[src/rtl/rvvi_ack_receiver.sv]
// rtl/rvvi_ack_receiver.sv - receives acknowledgement frames from the MAC RX stream and validates them
//
// Purpose:
//   Parses Ethernet-style acknowledgement frames arriving one 32-bit word per
//   transfer. The block checks the destination and source MACs, both type
//   fields, and the byte strobes. When a frame passes every check, it presents
//   the frame count on the Ack handshake. Frames that fail a check are counted
//   in DropCount.
//
// Ports:
//   clk, resetn         - clock (rising edge) and asynchronous active-low reset
//   RvviAxiRdata/Rstrb  - received word and its byte enables
//   RvviAxiRlast        - final word of the frame
//   RvviAxiRvalid/Rready- word handshake (ready is low only while an ack is held)
//   LocalMac, RemoteMac - expected destination / source addresses
//   EthType, AckType    - expected type fields
//   AckValid/AckReady   - acknowledgement handshake
//   AckFrameCount       - count carried by the last validated frame
//   DropCount           - saturating count of rejected frames
module rvvi_ack_receiver #(
  parameter int FRAME_COUNT_WIDTH = 64
) (
  input  logic                         clk,
  input  logic                         resetn,
  input  logic [31:0]                  RvviAxiRdata,
  input  logic [3:0]                   RvviAxiRstrb,
  input  logic                         RvviAxiRlast,
  input  logic                         RvviAxiRvalid,
  output logic                         RvviAxiRready,
  input  logic [47:0]                  LocalMac,
  input  logic [47:0]                  RemoteMac,
  input  logic [15:0]                  EthType,
  input  logic [15:0]                  AckType,
  output logic                         AckValid,
  input  logic                         AckReady,
  output logic [FRAME_COUNT_WIDTH-1:0] AckFrameCount,
  output logic [15:0]                  DropCount
);

  localparam int CountWords = FRAME_COUNT_WIDTH / 32;
  localparam logic [2:0] PayloadEnd = 3'(3 + CountWords);
  localparam logic [2:0] IdxSat     = 3'(4 + CountWords);

  typedef enum logic [2:0] {IDLE, HEADER, PAYLOAD, DRAIN, HOLD} stateT;

  // Mismatch flag bit positions. Destination passes if either the unicast
  // or the broadcast comparison never failed, so both are tracked separately.
  localparam int FlagLocal = 0;
  localparam int FlagBcast = 1;
  localparam int FlagSrc   = 2;
  localparam int FlagType  = 3;
  localparam int FlagStrb  = 4;

  stateT                         state;
  stateT                         stateNxt;
  logic [2:0]                    wordIdx;
  logic [4:0]                    misFlags;
  logic [4:0]                    wordMis;
  logic [4:0]                    flagsNxt;
  logic                          frameOk;
  logic                          xfer;
  logic                          dropEvt;
  logic                          holdEvt;
  logic [FRAME_COUNT_WIDTH-1:0]  countShadow;
  logic [FRAME_COUNT_WIDTH-1:0]  countNxt;
  logic [FRAME_COUNT_WIDTH-1:0]  ackCountQ;
  logic [15:0]                   dropCntQ;

  assign xfer          = RvviAxiRvalid && RvviAxiRready;
  assign AckFrameCount = ackCountQ;
  assign DropCount     = dropCntQ;

  // Per-word checks. Words past PayloadEnd are not inspected at all.
  always_comb begin
    wordMis = '0;
    if (wordIdx <= PayloadEnd) begin
      wordMis[FlagStrb] = (RvviAxiRstrb != 4'hF);
      case (wordIdx)
        3'd0: begin
          wordMis[FlagLocal] = (RvviAxiRdata != LocalMac[31:0]);
          wordMis[FlagBcast] = (RvviAxiRdata != 32'hFFFF_FFFF);
        end
        3'd1: begin
          wordMis[FlagLocal] = (RvviAxiRdata[15:0] != LocalMac[47:32]);
          wordMis[FlagBcast] = (RvviAxiRdata[15:0] != 16'hFFFF);
          wordMis[FlagSrc]   = (RvviAxiRdata[31:16] != RemoteMac[15:0]);
        end
        3'd2: wordMis[FlagSrc]  = (RvviAxiRdata != RemoteMac[47:16]);
        3'd3: wordMis[FlagType] = (RvviAxiRdata != {AckType, EthType});
        default: ;
      endcase
    end
  end

  // Flags from a previous frame are ignored while taking word 0.
  always_comb begin
    flagsNxt = ((state == IDLE) ? 5'b0 : misFlags) | wordMis;
    frameOk  = !(flagsNxt[FlagLocal] && flagsNxt[FlagBcast]) &&
               !flagsNxt[FlagSrc] && !flagsNxt[FlagType] && !flagsNxt[FlagStrb];
  end

  // Count as it would look with the current word merged in, so a frame ending
  // on PayloadEnd can load the ack count in the same cycle.
  always_comb begin
    countNxt = countShadow;
    for (int i = 0; i < CountWords; i++) begin
      if (wordIdx == 3'(4 + i)) countNxt[i*32 +: 32] = RvviAxiRdata;
    end
  end

  // State register
  always_ff @(posedge clk or negedge resetn) begin
    if (!resetn) state <= IDLE;
    else         state <= stateNxt;
  end

  // Next-state logic; also flags the two frame-completion outcomes.
  always_comb begin
    stateNxt = state;
    dropEvt  = 1'b0;
    holdEvt  = 1'b0;
    case (state)
      IDLE: begin
        if (xfer) begin
          if (RvviAxiRlast) dropEvt  = 1'b1;
          else              stateNxt = HEADER;
        end
      end
      HEADER: begin
        if (xfer) begin
          if (RvviAxiRlast) begin
            stateNxt = IDLE;
            dropEvt  = 1'b1;
          end else if (wordIdx == 3'd3) begin
            stateNxt = PAYLOAD;
          end
        end
      end
      PAYLOAD: begin
        if (xfer) begin
          if (wordIdx == PayloadEnd) begin
            if (!RvviAxiRlast) begin
              stateNxt = DRAIN;
            end else if (frameOk) begin
              stateNxt = HOLD;
              holdEvt  = 1'b1;
            end else begin
              stateNxt = IDLE;
              dropEvt  = 1'b1;
            end
          end else if (RvviAxiRlast) begin
            stateNxt = IDLE;
            dropEvt  = 1'b1;
          end
        end
      end
      DRAIN: begin
        if (xfer && RvviAxiRlast) begin
          if (frameOk) begin
            stateNxt = HOLD;
            holdEvt  = 1'b1;
          end else begin
            stateNxt = IDLE;
            dropEvt  = 1'b1;
          end
        end
      end
      HOLD: begin
        if (AckReady) stateNxt = IDLE;
      end
      default: stateNxt = IDLE;
    endcase
  end

  // Output logic
  always_comb begin
    RvviAxiRready = (state != HOLD);
    AckValid      = (state == HOLD);
  end

  // Frame datapath: word index, mismatch flags, count capture.
  always_ff @(posedge clk or negedge resetn) begin
    if (!resetn) begin
      wordIdx     <= '0;
      misFlags    <= '0;
      countShadow <= '0;
    end else if (xfer) begin
      misFlags    <= flagsNxt;
      countShadow <= countNxt;
      if (stateNxt == IDLE || stateNxt == HOLD) wordIdx <= '0;
      else if (wordIdx != IdxSat)               wordIdx <= wordIdx + 3'd1;
    end
  end

  // The ack count only moves when a validated frame enters HOLD, so it is
  // stable for the whole time AckValid is high.
  always_ff @(posedge clk or negedge resetn) begin
    if (!resetn) begin
      ackCountQ <= '0;
      dropCntQ  <= '0;
    end else begin
      if (holdEvt) ackCountQ <= countNxt;
      if (dropEvt && dropCntQ != 16'hFFFF) dropCntQ <= dropCntQ + 16'd1;
    end
  end

endmodule

[config.mk]
export PLATFORM = sky130hd
export DESIGN_NAME = rvvi_ack_receiver
export DESIGN_NICKNAME = d
export VERILOG_FILES = /design/src/rtl/rvvi_ack_receiver.sv
export SDC_FILE = /design/constraint.sdc
export NUM_CORES = 1
export LEC_CHECK = 0
export BUFFER_PORTS_ARGS = -buffer_cell sky130_fd_sc_hd__buf_4
export CORE_MARGIN = 2
export CORE_UTILIZATION = 53
export CTS_BUF_LIST = sky130_fd_sc_hd__clkbuf_16
export DETAILED_ROUTE_END_ITERATION = 10
export PLACE_DENSITY = 0.81
export SLEW_MARGIN = 20
export SYNTH_ARGS = -nofsm -noshare
export SYNTH_HDL_FRONTEND = slang
export SYNTH_SLANG_ARGS = --single-unit
[constraint.sdc]
create_clock -name clk -period 2.75 [get_ports clk]
set_clock_uncertainty 0.2 [all_clocks]
set_input_delay 0.825 -clock clk [delete_from_list [all_inputs] [get_ports clk]]
set_output_delay 0.825 -clock clk [all_outputs]
set_load 0.03 [all_outputs]
==> impl_metrics.env <==
export IMPL_vias=7413
export IMPL_clockRootBuffer="clkbuf_16"
export IMPL_synth_distinct_cells=41
export IMPL_start_util_pct=54.0
export IMPL_cts_tree="built"
export IMPL_crit_path_end_kind="flop"
export IMPL_die_area_um2=17900
export IMPL_critical_path_class="input pin to flop"
export IMPL_start_kind="input pin"
export IMPL_synth_top_family_by_area="multiplexers"
export IMPL_synth_compound_area_share_pct=1.96
export IMPL_synthSimpleGateAreaFrac_pct=8.03
export IMPL_core_area_um2=16500
export IMPL_die_y_um=134
export IMPL_gr_total_overflow=0
export IMPL_synth_area_per_cell_um2=12.5
export IMPL_synthCells=711
export IMPL_hold_path_class="input pin to asynchronous set/reset pin"
export IMPL_fin_crit_ns=3.18
export IMPL_area_growth_pct=49.0
export IMPL_irDropWorstVdd_mv=0.557
export IMPL_grt_use_total_pct=33.9
export IMPL_status="finished, violations left"
export IMPL_hold_buffers=0
export IMPL_ys_warn_count=0
export IMPL_synth_xor_area_share_pct=13.9
export IMPL_synth_seq_cells=155
export IMPL_synthesis_nets=886
export IMPL_drtPass1Iterations=4
export IMPL_cp_max_fo=8
export IMPL_ios=251
export IMPL_register_area_um2=3880
export IMPL_grt_setup_unrepaired="yes"
export IMPL_tightest_slew_ns=0.464
export IMPL_crit_path_max_incr_delay_ns=0.37
export IMPL_ys_seq_area_share_pct=43.5
export IMPL_drt_initial_drc_count=441
export IMPL_cts_clk_slew_worst_paths_ns=0.07
export IMPL_regToRegStartpoint="wordIdx[1]"
export IMPL_slew_headroom_pct=69.1
export IMPL_hold_viol=0
export IMPL_drc=0
export IMPL_grt_pass1_vias=7700
export IMPL_die_x_um=134
export IMPL_hpwl_um=20400
export IMPL_hold_worst_slack_ns=0.122
export IMPL_port_buffers=250
export IMPL_numCtsBuffers=17
export IMPL_cts_buffer_depth=2
export IMPL_wl_per_cell_um=24.1
export IMPL_antenna_cells=0
export IMPL_fin_nets=1224
export IMPL_synthMuxAreaShare_pct=26.6
export IMPL_synth_fa_ha_area_share_pct=0.842
export IMPL_fillers=924
export IMPL_antenna_found_initial=0
export IMPL_grt_max_degree=45
export IMPL_final_cell_mix="buf_4, dfrtp_1, mux2_2"
export IMPL_clock_sinks=155
export IMPL_worst_slack_ns=-0.434
export IMPL_place_ws_ns=-0.914
export IMPL_cp_cell_sequence="buf_12 -> buf_4 -> xor2_2 -> nor4_1 -> nand4_1 -> nor2_2 -> o41a_1 -> o2111a_2 -> and2_4 -> buf_8 -> clkbuf_16 -> mux2_2"
export IMPL_layout_commonest_cell="buf_4"
export IMPL_cp_startpoint="RvviAxiRdata[5]"
export IMPL_ant_nets=0
export IMPL_drive_gt1_share_pct=62.9
export IMPL_htreeDepth=4
export IMPL_wl_um=30800
export IMPL_syn_cell_area_um2=8920
export IMPL_cp_required_ns=2.86
export IMPL_slew_violations=0
export IMPL_clk_insertion_delay_late_ns=0.43
export IMPL_slowest_stage="nor4_1"
export IMPL_powerDensity_nw_per_um2=635
export IMPL_fin_util_pct=80.4
export IMPL_drv_cap=0
export IMPL_violations="negative setup slack"
export IMPL_p_leak_nw=6.48
export IMPL_core_rowCount=47
export IMPL_grt_pass1_wl_um=45300
export IMPL_finalWeightedCongestion=0.891
export IMPL_r2r_cells=12
export IMPL_layout_worst_path_cycle_share_pct=116
export IMPL_multi_input_area_um2=5130
export IMPL_worstPathArrival_ns=3.30
export IMPL_fmax_mhz=314
export IMPL_setup_violations_final=81
export IMPL_vias_per_cell=5.79
state kept, by name, indices dropped and copies added, names as in the netlist:
signal,flops
AckFrameCount,64
countShadow,64
DropCount,16
misFlags,5
state,3
wordIdx,3
synth_stat cells:
| master | n | share of area [%] |
|---|---|---|
| xor2_1 | 110 | 11 |
| a32o_1 | 3 | 0.34 |
| a21boi_0 | 1 | 0.084 |
| nand3b_1 | 1 | 0.084 |
| dfrtp_1 | 155 | 43 |
| mux2_4 | 49 | 8.3 |
| or3_1 | 1 | 0.070 |
| buf_2 | 2 | 0.11 |
| o21ai_0 | 10 | 0.56 |
| nand3_1 | 6 | 0.34 |
| mux2_2 | 145 | 18 |
| buf_1 | 4 | 0.17 |
| a21oi_1 | 2 | 0.11 |
| and2_1 | 1 | 0.070 |
| nor4_1 | 33 | 2.3 |
| nor2b_1 | 3 | 0.21 |
| buf_4 | 28 | 2.4 |
| and2_4 | 1 | 0.098 |
| clkbuf_1 | 11 | 0.46 |
| or2_2 | 1 | 0.070 |
| nand4_1 | 25 | 1.8 |
| o41a_1 | 1 | 0.13 |
| nand2_1 | 28 | 1.2 |
| nor4b_1 | 3 | 0.29 |
| a22oi_1 | 1 | 0.084 |
| nor2_1 | 8 | 0.34 |
| inv_1 | 5 | 0.21 |
| a32oi_1 | 2 | 0.20 |
| nor3_1 | 8 | 0.45 |
| buf_12 | 6 | 1.3 |
| buf_6 | 4 | 0.51 |
| nand2b_1 | 1 | 0.070 |
| and4_1 | 2 | 0.20 |
| o31ai_1 | 1 | 0.084 |
| o211ai_1 | 1 | 0.084 |
| ha_1 | 6 | 0.84 |
| o21a_1 | 1 | 0.084 |
| and3_1 | 7 | 0.49 |
| xnor2_1 | 32 | 3.1 |
| o22ai_1 | 1 | 0.070 |
| o2111a_2 | 1 | 0.14 |
per-stage QoR:
stage	total power, mW	area (um2)	TNS [ns]	std cells
floorplan	4.90	9050	-22.34	711
global placement	5.68	11400	-63.22	1206
detailed placement	5.79	11400	-66.61	1206
CTS	8.27	12900	-18.88	1279
global route	8.80	13300	-37.74	1281
finish	8.43	13300	-30.05	1281
path summary, 6_finish.rpt:
path                            slack, ns                end
worst max register to register      -0.13       DropCount[4]
worst min-delay path                 0.12  AckFrameCount[21]
worst min register to register       0.29        misFlags[2]
worst max-delay path                -0.43  AckFrameCount[41]
min in group clk                     0.29        misFlags[2]
max in group asynchronous            1.61   AckFrameCount[4]
critical path, delay by kind of cell:
family	cells	cell delay, ns
AO/OA/AOI/OAI	2	0.35
AND/OR/NAND/NOR	4	1.06
buffers and inverters	4	0.54
multiplexers	1	0.33
XOR/XNOR	1	0.16
kinds of logic after synthesis:
logic type,Yosys count
simple gates,129
mux,194
flops,155
compound gates,25
fa+ha+maj,6
xor+xnor,142
buf+inv,60
report_power, final:
group | switching (mW) | internal [mW]
registers | 0.360 | 2.85
logic | 1.25 | 1.60
clock network | 0.955 | 1.41
metal layers:
metal	vias to the layer above	routed length, um	global-route usage, %
met3	104	2240	7.38
met4	0	1530	16.7
li1	3184	-	-
met2	372	15300	56.6
met5	-	0	0
met1	3753	11700	41.7
layout make-up:
type,instances,area share (%)
clock buffer,17,3.20
inverter,5,0.141
timing repair buffer,374,25.6
tap,220,2.07
sequential,155,29.2
multi-input combinational,496,38.7
clock inverter,14,1.17
what timing repair did:
action                     4_1_cts  5_1_grt
setup endpoints to repair       81       83
cloned                           8        1
pin swaps                       33       33
buffers inserted                35       14
resized for setup               82       77
hold endpoints to repair         0        0
Power figures use the tool's default switching activity.
